$ cat config.mk
export PLATFORM = sky130hd
export DESIGN_NAME = alu_issue_queue_flat
export DESIGN_NICKNAME = d
export VERILOG_FILES = /design/src/rtl/alu_issue_queue_if.sv /design/src/rtl/alu_issue_queue.sv /design/src/flat_wrapper.sv
export SDC_FILE = /design/constraint.sdc
export NUM_CORES = 1
export LEC_CHECK = 0
export CAP_MARGIN = 40
export CORE_UTILIZATION = 45
export DETAILED_ROUTE_END_ITERATION = 8
export PLACE_DENSITY = 0.7
export SYNTH_ARGS = -nofsm -noshare
export SYNTH_HDL_FRONTEND = slang
export SYNTH_SLANG_ARGS = --single-unit
$ cat constraint.sdc
create_clock -name clk -period 2.8 [get_ports clk]
set_input_delay 0.28 -clock clk [delete_from_list [all_inputs] [get_ports clk]]
set_output_delay 0.28 -clock clk [all_outputs]
set_load 0.05 [all_outputs]
$ cat src/rtl/alu_issue_queue_if.sv
// Handshake bundle for the ALU issue queue: the command input, the ALU
// operand/result path, the result slot and the sticky status path.
// slave is the queue itself; master is whatever surrounds it.
interface alu_issue_queue_if #(
   parameter int DEPTH = 4,
   parameter int WIDTH = 16,
   parameter int CNT_W = $clog2(DEPTH+1)
);
   // command input
   logic             in_valid;
   logic             in_ready;
   logic [WIDTH-1:0] in_a;
   logic [WIDTH-1:0] in_b;
   logic [3:0]       in_opcode;
   // combinational ALU hookup
   logic [WIDTH-1:0] alu_a;
   logic [WIDTH-1:0] alu_b;
   logic [3:0]       alu_opcode;
   logic [WIDTH-1:0] alu_result;
   logic             alu_ov;
   // result slot
   logic             out_valid;
   logic             out_ready;
   logic [WIDTH-1:0] out_result;
   logic             out_ov;
   logic [3:0]       out_opcode;
   logic             out_illegal;
   // status
   logic             sticky_ov;
   logic             clr_sticky;
   logic [CNT_W-1:0] count;

   modport slave (
      input  in_valid, in_a, in_b, in_opcode,
      output in_ready,
      output alu_a, alu_b, alu_opcode,
      input  alu_result, alu_ov,
      output out_valid, out_result, out_ov, out_opcode, out_illegal,
      input  out_ready,
      output sticky_ov, count,
      input  clr_sticky
   );

   modport master (
      output in_valid, in_a, in_b, in_opcode,
      input  in_ready,
      input  alu_a, alu_b, alu_opcode,
      output alu_result, alu_ov,
      input  out_valid, out_result, out_ov, out_opcode, out_illegal,
      output out_ready,
      input  sticky_ov, count,
      output clr_sticky
   );
endinterface

$ cat src/rtl/alu_issue_queue.sv
// Buffered issue stage in front of the 16-bit opcode ALU. Commands queue in
// a DEPTH-entry FIFO; the head is shown to the combinational ALU and its
// answer is captured into a single output slot with its own handshake.
// Opcodes 10..15 are illegal: they are consumed but produce a zero result.
module alu_issue_queue #(
   parameter int DEPTH = 4,
   parameter int WIDTH = 16,
   parameter int CNT_W = $clog2(DEPTH+1)
) (
   input logic clk,
   input logic rst,
   alu_issue_queue_if.slave q
);
   localparam int               PTR_W  = (DEPTH > 1) ? $clog2(DEPTH) : 1;
   localparam logic [CNT_W-1:0] FULL   = CNT_W'(DEPTH);
   localparam logic [3:0]       OP_ILL = 4'd10;

   typedef struct packed {
      logic [WIDTH-1:0] a;
      logic [WIDTH-1:0] b;
      logic [3:0]       op;
   } cmd_t;

   cmd_t             mem [DEPTH];
   cmd_t             in_cmd;
   cmd_t             head_cmd;
   logic [PTR_W-1:0] head;
   logic [PTR_W-1:0] tail;
   logic [CNT_W-1:0] count;

   logic             empty;
   logic             in_ready;
   logic             push;
   logic             pop;
   logic             slot_free;
   logic             illegal;

   logic             out_valid;
   logic [WIDTH-1:0] out_result;
   logic             out_ov;
   logic [3:0]       out_opcode;
   logic             out_illegal;
   logic             sticky_ov;

   // ---------------------------------------------------------------
   // handshake decode; in_ready looks only at registered occupancy so
   // a full queue never accepts, even when the head pops this cycle
   // ---------------------------------------------------------------
   assign empty     = (count == '0);
   assign in_ready  = (count != FULL);
   assign push      = q.in_valid & in_ready;
   assign slot_free = !out_valid | q.out_ready;
   assign pop       = !empty & slot_free;

   assign in_cmd    = '{a: q.in_a, b: q.in_b, op: q.in_opcode};
   assign head_cmd  = mem[head];
   assign illegal   = (head_cmd.op >= OP_ILL);

   // head entry to the ALU; forced to zero when nothing is queued
   assign q.alu_a      = empty ? '0 : head_cmd.a;
   assign q.alu_b      = empty ? '0 : head_cmd.b;
   assign q.alu_opcode = empty ? '0 : head_cmd.op;

   // FIFO storage; contents are don't-care until written, so no reset
   always_ff @(posedge clk) begin
      if (push)
         mem[tail] <= in_cmd;
   end

   // pointers and occupancy; pointers wrap naturally since DEPTH is 2^n
   always_ff @(posedge clk or posedge rst) begin
      if (rst) begin
         head  <= '0;
         tail  <= '0;
         count <= '0;
      end else begin
         if (push)
            tail <= tail + PTR_W'(1);
         if (pop)
            head <= head + PTR_W'(1);
         case ({push, pop})
            2'b10:   count <= count + CNT_W'(1);
            2'b01:   count <= count - CNT_W'(1);
            default: count <= count;
         endcase
      end
   end

   // result slot: load on pop, drop valid when drained with nothing behind
   always_ff @(posedge clk or posedge rst) begin
      if (rst) begin
         out_valid   <= 1'b0;
         out_result  <= '0;
         out_ov      <= 1'b0;
         out_opcode  <= '0;
         out_illegal <= 1'b0;
      end else if (pop) begin
         out_valid  <= 1'b1;
         out_opcode <= head_cmd.op;
         if (illegal) begin
            // ALU output is meaningless for these opcodes; do not sample it
            out_result  <= '0;
            out_ov      <= 1'b0;
            out_illegal <= 1'b1;
         end else begin
            out_result  <= q.alu_result;
            out_ov      <= q.alu_ov;
            out_illegal <= 1'b0;
         end
      end else if (out_valid && q.out_ready) begin
         out_valid <= 1'b0;
      end
   end

   // sticky overflow; a capturing overflow beats a same-cycle clear
   always_ff @(posedge clk or posedge rst) begin
      if (rst)
         sticky_ov <= 1'b0;
      else if (pop && !illegal && q.alu_ov)
         sticky_ov <= 1'b1;
      else if (q.clr_sticky)
         sticky_ov <= 1'b0;
   end

   assign q.in_ready    = in_ready;
   assign q.out_valid   = out_valid;
   assign q.out_result  = out_result;
   assign q.out_ov      = out_ov;
   assign q.out_opcode  = out_opcode;
   assign q.out_illegal = out_illegal;
   assign q.sticky_ov   = sticky_ov;
   assign q.count       = count;
endmodule
$ cat src/flat_wrapper.sv
// flat-port wrapper written by rule: the top's interface ports become plain ports
module alu_issue_queue_flat 
#(
   parameter int DEPTH = 4,
   parameter int WIDTH = 16,
   parameter int CNT_W = $clog2(DEPTH+1)
)
  (clk, rst, q_in_valid, q_in_a, q_in_b, q_in_opcode, q_in_ready, q_alu_a, q_alu_b, q_alu_opcode, q_alu_result, q_alu_ov, q_out_valid, q_out_result, q_out_ov, q_out_opcode, q_out_illegal, q_out_ready, q_sticky_ov, q_count, q_clr_sticky);
  alu_issue_queue_if #(.DEPTH(DEPTH), .WIDTH(WIDTH), .CNT_W(CNT_W)) q_i ();
  input logic clk;
  input logic rst;
  input wire logic [$bits(q_i.in_valid)-1:0] q_in_valid;
  input wire logic [$bits(q_i.in_a)-1:0] q_in_a;
  input wire logic [$bits(q_i.in_b)-1:0] q_in_b;
  input wire logic [$bits(q_i.in_opcode)-1:0] q_in_opcode;
  output wire logic [$bits(q_i.in_ready)-1:0] q_in_ready;
  output wire logic [$bits(q_i.alu_a)-1:0] q_alu_a;
  output wire logic [$bits(q_i.alu_b)-1:0] q_alu_b;
  output wire logic [$bits(q_i.alu_opcode)-1:0] q_alu_opcode;
  input wire logic [$bits(q_i.alu_result)-1:0] q_alu_result;
  input wire logic [$bits(q_i.alu_ov)-1:0] q_alu_ov;
  output wire logic [$bits(q_i.out_valid)-1:0] q_out_valid;
  output wire logic [$bits(q_i.out_result)-1:0] q_out_result;
  output wire logic [$bits(q_i.out_ov)-1:0] q_out_ov;
  output wire logic [$bits(q_i.out_opcode)-1:0] q_out_opcode;
  output wire logic [$bits(q_i.out_illegal)-1:0] q_out_illegal;
  input wire logic [$bits(q_i.out_ready)-1:0] q_out_ready;
  output wire logic [$bits(q_i.sticky_ov)-1:0] q_sticky_ov;
  output wire logic [$bits(q_i.count)-1:0] q_count;
  input wire logic [$bits(q_i.clr_sticky)-1:0] q_clr_sticky;
  assign q_i.in_valid = q_in_valid;
  assign q_i.in_a = q_in_a;
  assign q_i.in_b = q_in_b;
  assign q_i.in_opcode = q_in_opcode;
  assign q_in_ready = q_i.in_ready;
  assign q_alu_a = q_i.alu_a;
  assign q_alu_b = q_i.alu_b;
  assign q_alu_opcode = q_i.alu_opcode;
  assign q_i.alu_result = q_alu_result;
  assign q_i.alu_ov = q_alu_ov;
  assign q_out_valid = q_i.out_valid;
  assign q_out_result = q_i.out_result;
  assign q_out_ov = q_i.out_ov;
  assign q_out_opcode = q_i.out_opcode;
  assign q_out_illegal = q_i.out_illegal;
  assign q_i.out_ready = q_out_ready;
  assign q_sticky_ov = q_i.sticky_ov;
  assign q_count = q_i.count;
  assign q_i.clr_sticky = q_clr_sticky;
  alu_issue_queue #(.DEPTH(DEPTH), .WIDTH(WIDTH), .CNT_W(CNT_W)) u_core (.clk(clk), .rst(rst), .q(q_i));
endmodule
==> metrics <==
GR Overflow Total 0; All-Layer GR Usage 0.1782; CTS H-tree depth 4; Yosys top cell area share 0.6286; yosys warns 0; crit path launch u_core.head[0]; largest net degree at the start of global routing 37; Synth Register Bits 175; final hold viol count 0; Final Max Slew Viols 0; minimum clock period after layout 2.662 ns; GP Congestion 0.7772; WL/cell 19.29 µm; sequential element share of the synthesized area 0.7414; Clock Skews between 0.008 and 0.009 ns; port bufs 121; Filler Cells Inserted 1,078; Worst-Margin Slew 0.5601 ns; die area 15,790 µm²; outcome finished with violations; diodes inserted 0; Avg Vias per Cell roughly 5.3; Die W 125.6 µm; area of the core 14,700 µm²; Total Nets Final between 500 and 600; worst setup path end q_alu_a[11]; Clk Latency, worst-skew pair 0.42 ns; hpwl dp 8236 µm; CP endpoint kind output port; r2r endpoint u_core.q.out_result[0]; cell taking the most area after synthesis edfxtp_1; synth top area cells edfxtp_1 (63%), dfrtp_1 (11%), mux4_2 (11%); Cell Area, Synth around 6900 µm²; worst hold path class primary input to async pin; initial core utilization 0.4680; drt first pass iters 7; CP max FO 11; RSZ-0062 raised after global routing false; max cap viols 0; Max-slew headroom 0.6266; Finished Core Util 0.6043; TritonCTS clock tree done; initial antenna violation count 0; clk sinks 175; Post-Route WL ~13,000 µm; post-synthesis instance total ~340; Critical Path AT 2.38 ns; 1st-iter DRT viols 172; area grow syn2layout 29.12%; global-route wire length before repair 20,540 µm; R2R Setup Slk 0.47 ns; FP Rows 44; ratio of cells with drive above 1 in the final layout 0.2510; Clock Tree Buf Depth 2; crit path kind flop to output port; Via Count 3,581; Root Driver clkbuf_16; worst reg-to-reg path cell count 5; final worst-path cycle share 0.9507; CTS Buf Count 17; crit path launch type flop; # IOs 122; Netlist cell types 29; Post-Syn Nets 406; most frequent cell after synthesis edfxtp_1; vias in the first global route between 3,000 and 4,000; Setup TNS 0 ns; Die H 125.6 µm; reg2reg start u_core.head[0]; Post-synth top flop edfxtp_1; hold_buf cts 0; failing checks DRC; fmax around 380 MHz; Worst-path clk slew roughly 0.060 ns; asr flop ratio synth 0.1771; post-route ant nets 0; Syn Area/Cell 20.11 µm²; EDFF count, synth ~140; Final setup viols 0; DR DRC count 14; worst path required time between 2 and 3 ns; Synth top cells by count edfxtp_1 (144), and2_1 (37), mux4_2 (33)
per-stage QoR:
step / setup slack, ns / cell area, µm² / std cells / hold WS (ns)
after floorplan: 0.1086 / 6879 / 342 / 0.3744
after global placement: 0.4414 / 8293 / 641 / 0.4723
after detailed placement: 0.3791 / 8320 / 642 / 0.4730
after CTS: 0.0002094 / 8879 / 674 / 0.04057
after global routing: 0.04286 / 8882 / 674 / 0.05451
final: 0.1382 / 8882 / 674 / 0.05451
registers in the layout, summed over array words and instances (netlist names):
signal,flops
u_core.q.count,3
u_core.q.out_illegal,1
u_core.tail,2
u_core.q.out_ov,1
u_core.q.out_opcode,4
u_core.q.out_valid,1
u_core.head,2
u_core.mem,144
u_core.q.sticky_ov,1
u_core.q.out_result,16
cell type report:
type	count	area, µm²	share of cell area
clock buffer	27	504.2	0.05677
clock inverter	5	53.80	0.006057
inverter	9	33.78	0.003803
multi-input combinational	139	1652	0.1859
sequential	175	5105	0.5747
tap	184	230.2	0.02592
timing repair buffer	135	1304	0.1468
worst max-delay path, stage by stage (launching register included):
cell	delay [ns]
dfrtp_4	0.57
mux4_2	0.53
and2_1	0.17
clkdlybuf4s50_1	0.69
cells by family after synthesis:
logic type / Yosys count / synth area share
AO/OA/AOI/OAI: 19 / 0.03274
XOR/XNOR: 6 / 0.007639
adder cells (fa/ha/maj): 6 / 0.01200
buffers and inverters: 28 / 0.02001
flip-flops: 175 / 0.7414
multiplexers: 43 / 0.1308
AND/OR/NAND/NOR: 65 / 0.05547
cell usage in the layout, fill, tap and decap left out, types with 2 or more instances in the layout:
cell,Yosys,routed
mux4_2,33,33
dlygate4sd2_1,0,2
o2bb2ai_1,8,8
dfrtp_1,31,29
clkdlybuf4s50_1,0,92
edfxtp_1,144,144
nand3_1,18,18
and3_2,0,4
mux4_1,3,3
clkbuf_8,0,2
inv_1,8,8
xnor2_1,4,4
buf_4,0,37
o2bb2ai_2,9,9
ha_1,5,5
buf_12,0,3
xor2_1,2,2
clkbuf_1,10,7
clkinv_2,0,2
mux2_2,6,6
clkbuf_16,0,18
and2_1,37,37
nand2b_1,2,2
worst min path at each step:
| stage | from | endpoint | slack, ns | depth (start not counted) |
|---|---|---|---|---|
| floorplan | q_clr_sticky | u_core.q.sticky_ov | 0.37 | 1 |
| global placement | u_core.q.out_result[15] | u_core.q.out_result[15] | 0.47 | 1 |
| detailed placement | u_core.q.out_result[13] | u_core.q.out_result[13] | 0.47 | 1 |
| CTS | rst | u_core.q.out_result[12] | 0.04 | 2 |
| global route | rst | u_core.q.out_result[12] | 0.05 | 2 |
| finish | rst | u_core.q.out_result[12] | 0.05 | 2 |
per-layer routing:
| metal | GRT usage | up-vias | part of all wire | wire length (µm) |
|---|---|---|---|---|
| met5 | 0 | - | 0 | 0 |
| met4 | 0.07676 | 0 | 0.015 | 193 |
| met3 | 0.05565 | 14 | 0.069 | 894 |
| met2 | 0.2859 | 127 | 0.48 | 6256 |
| met1 | 0.2252 | 1817 | 0.44 | 5657 |
| li1 | - | 1623 | - | - |
what timing repair did:
action,in CTS,in global routing
setup buffers,0,0
endpoints found under the setup margin,2,7
gates resized for setup,3,1
pin swaps,0,0
Power is left out: the tool's default activity adds up to more than one toggle a clock period on the data nets, which glitch-free logic cannot reach.
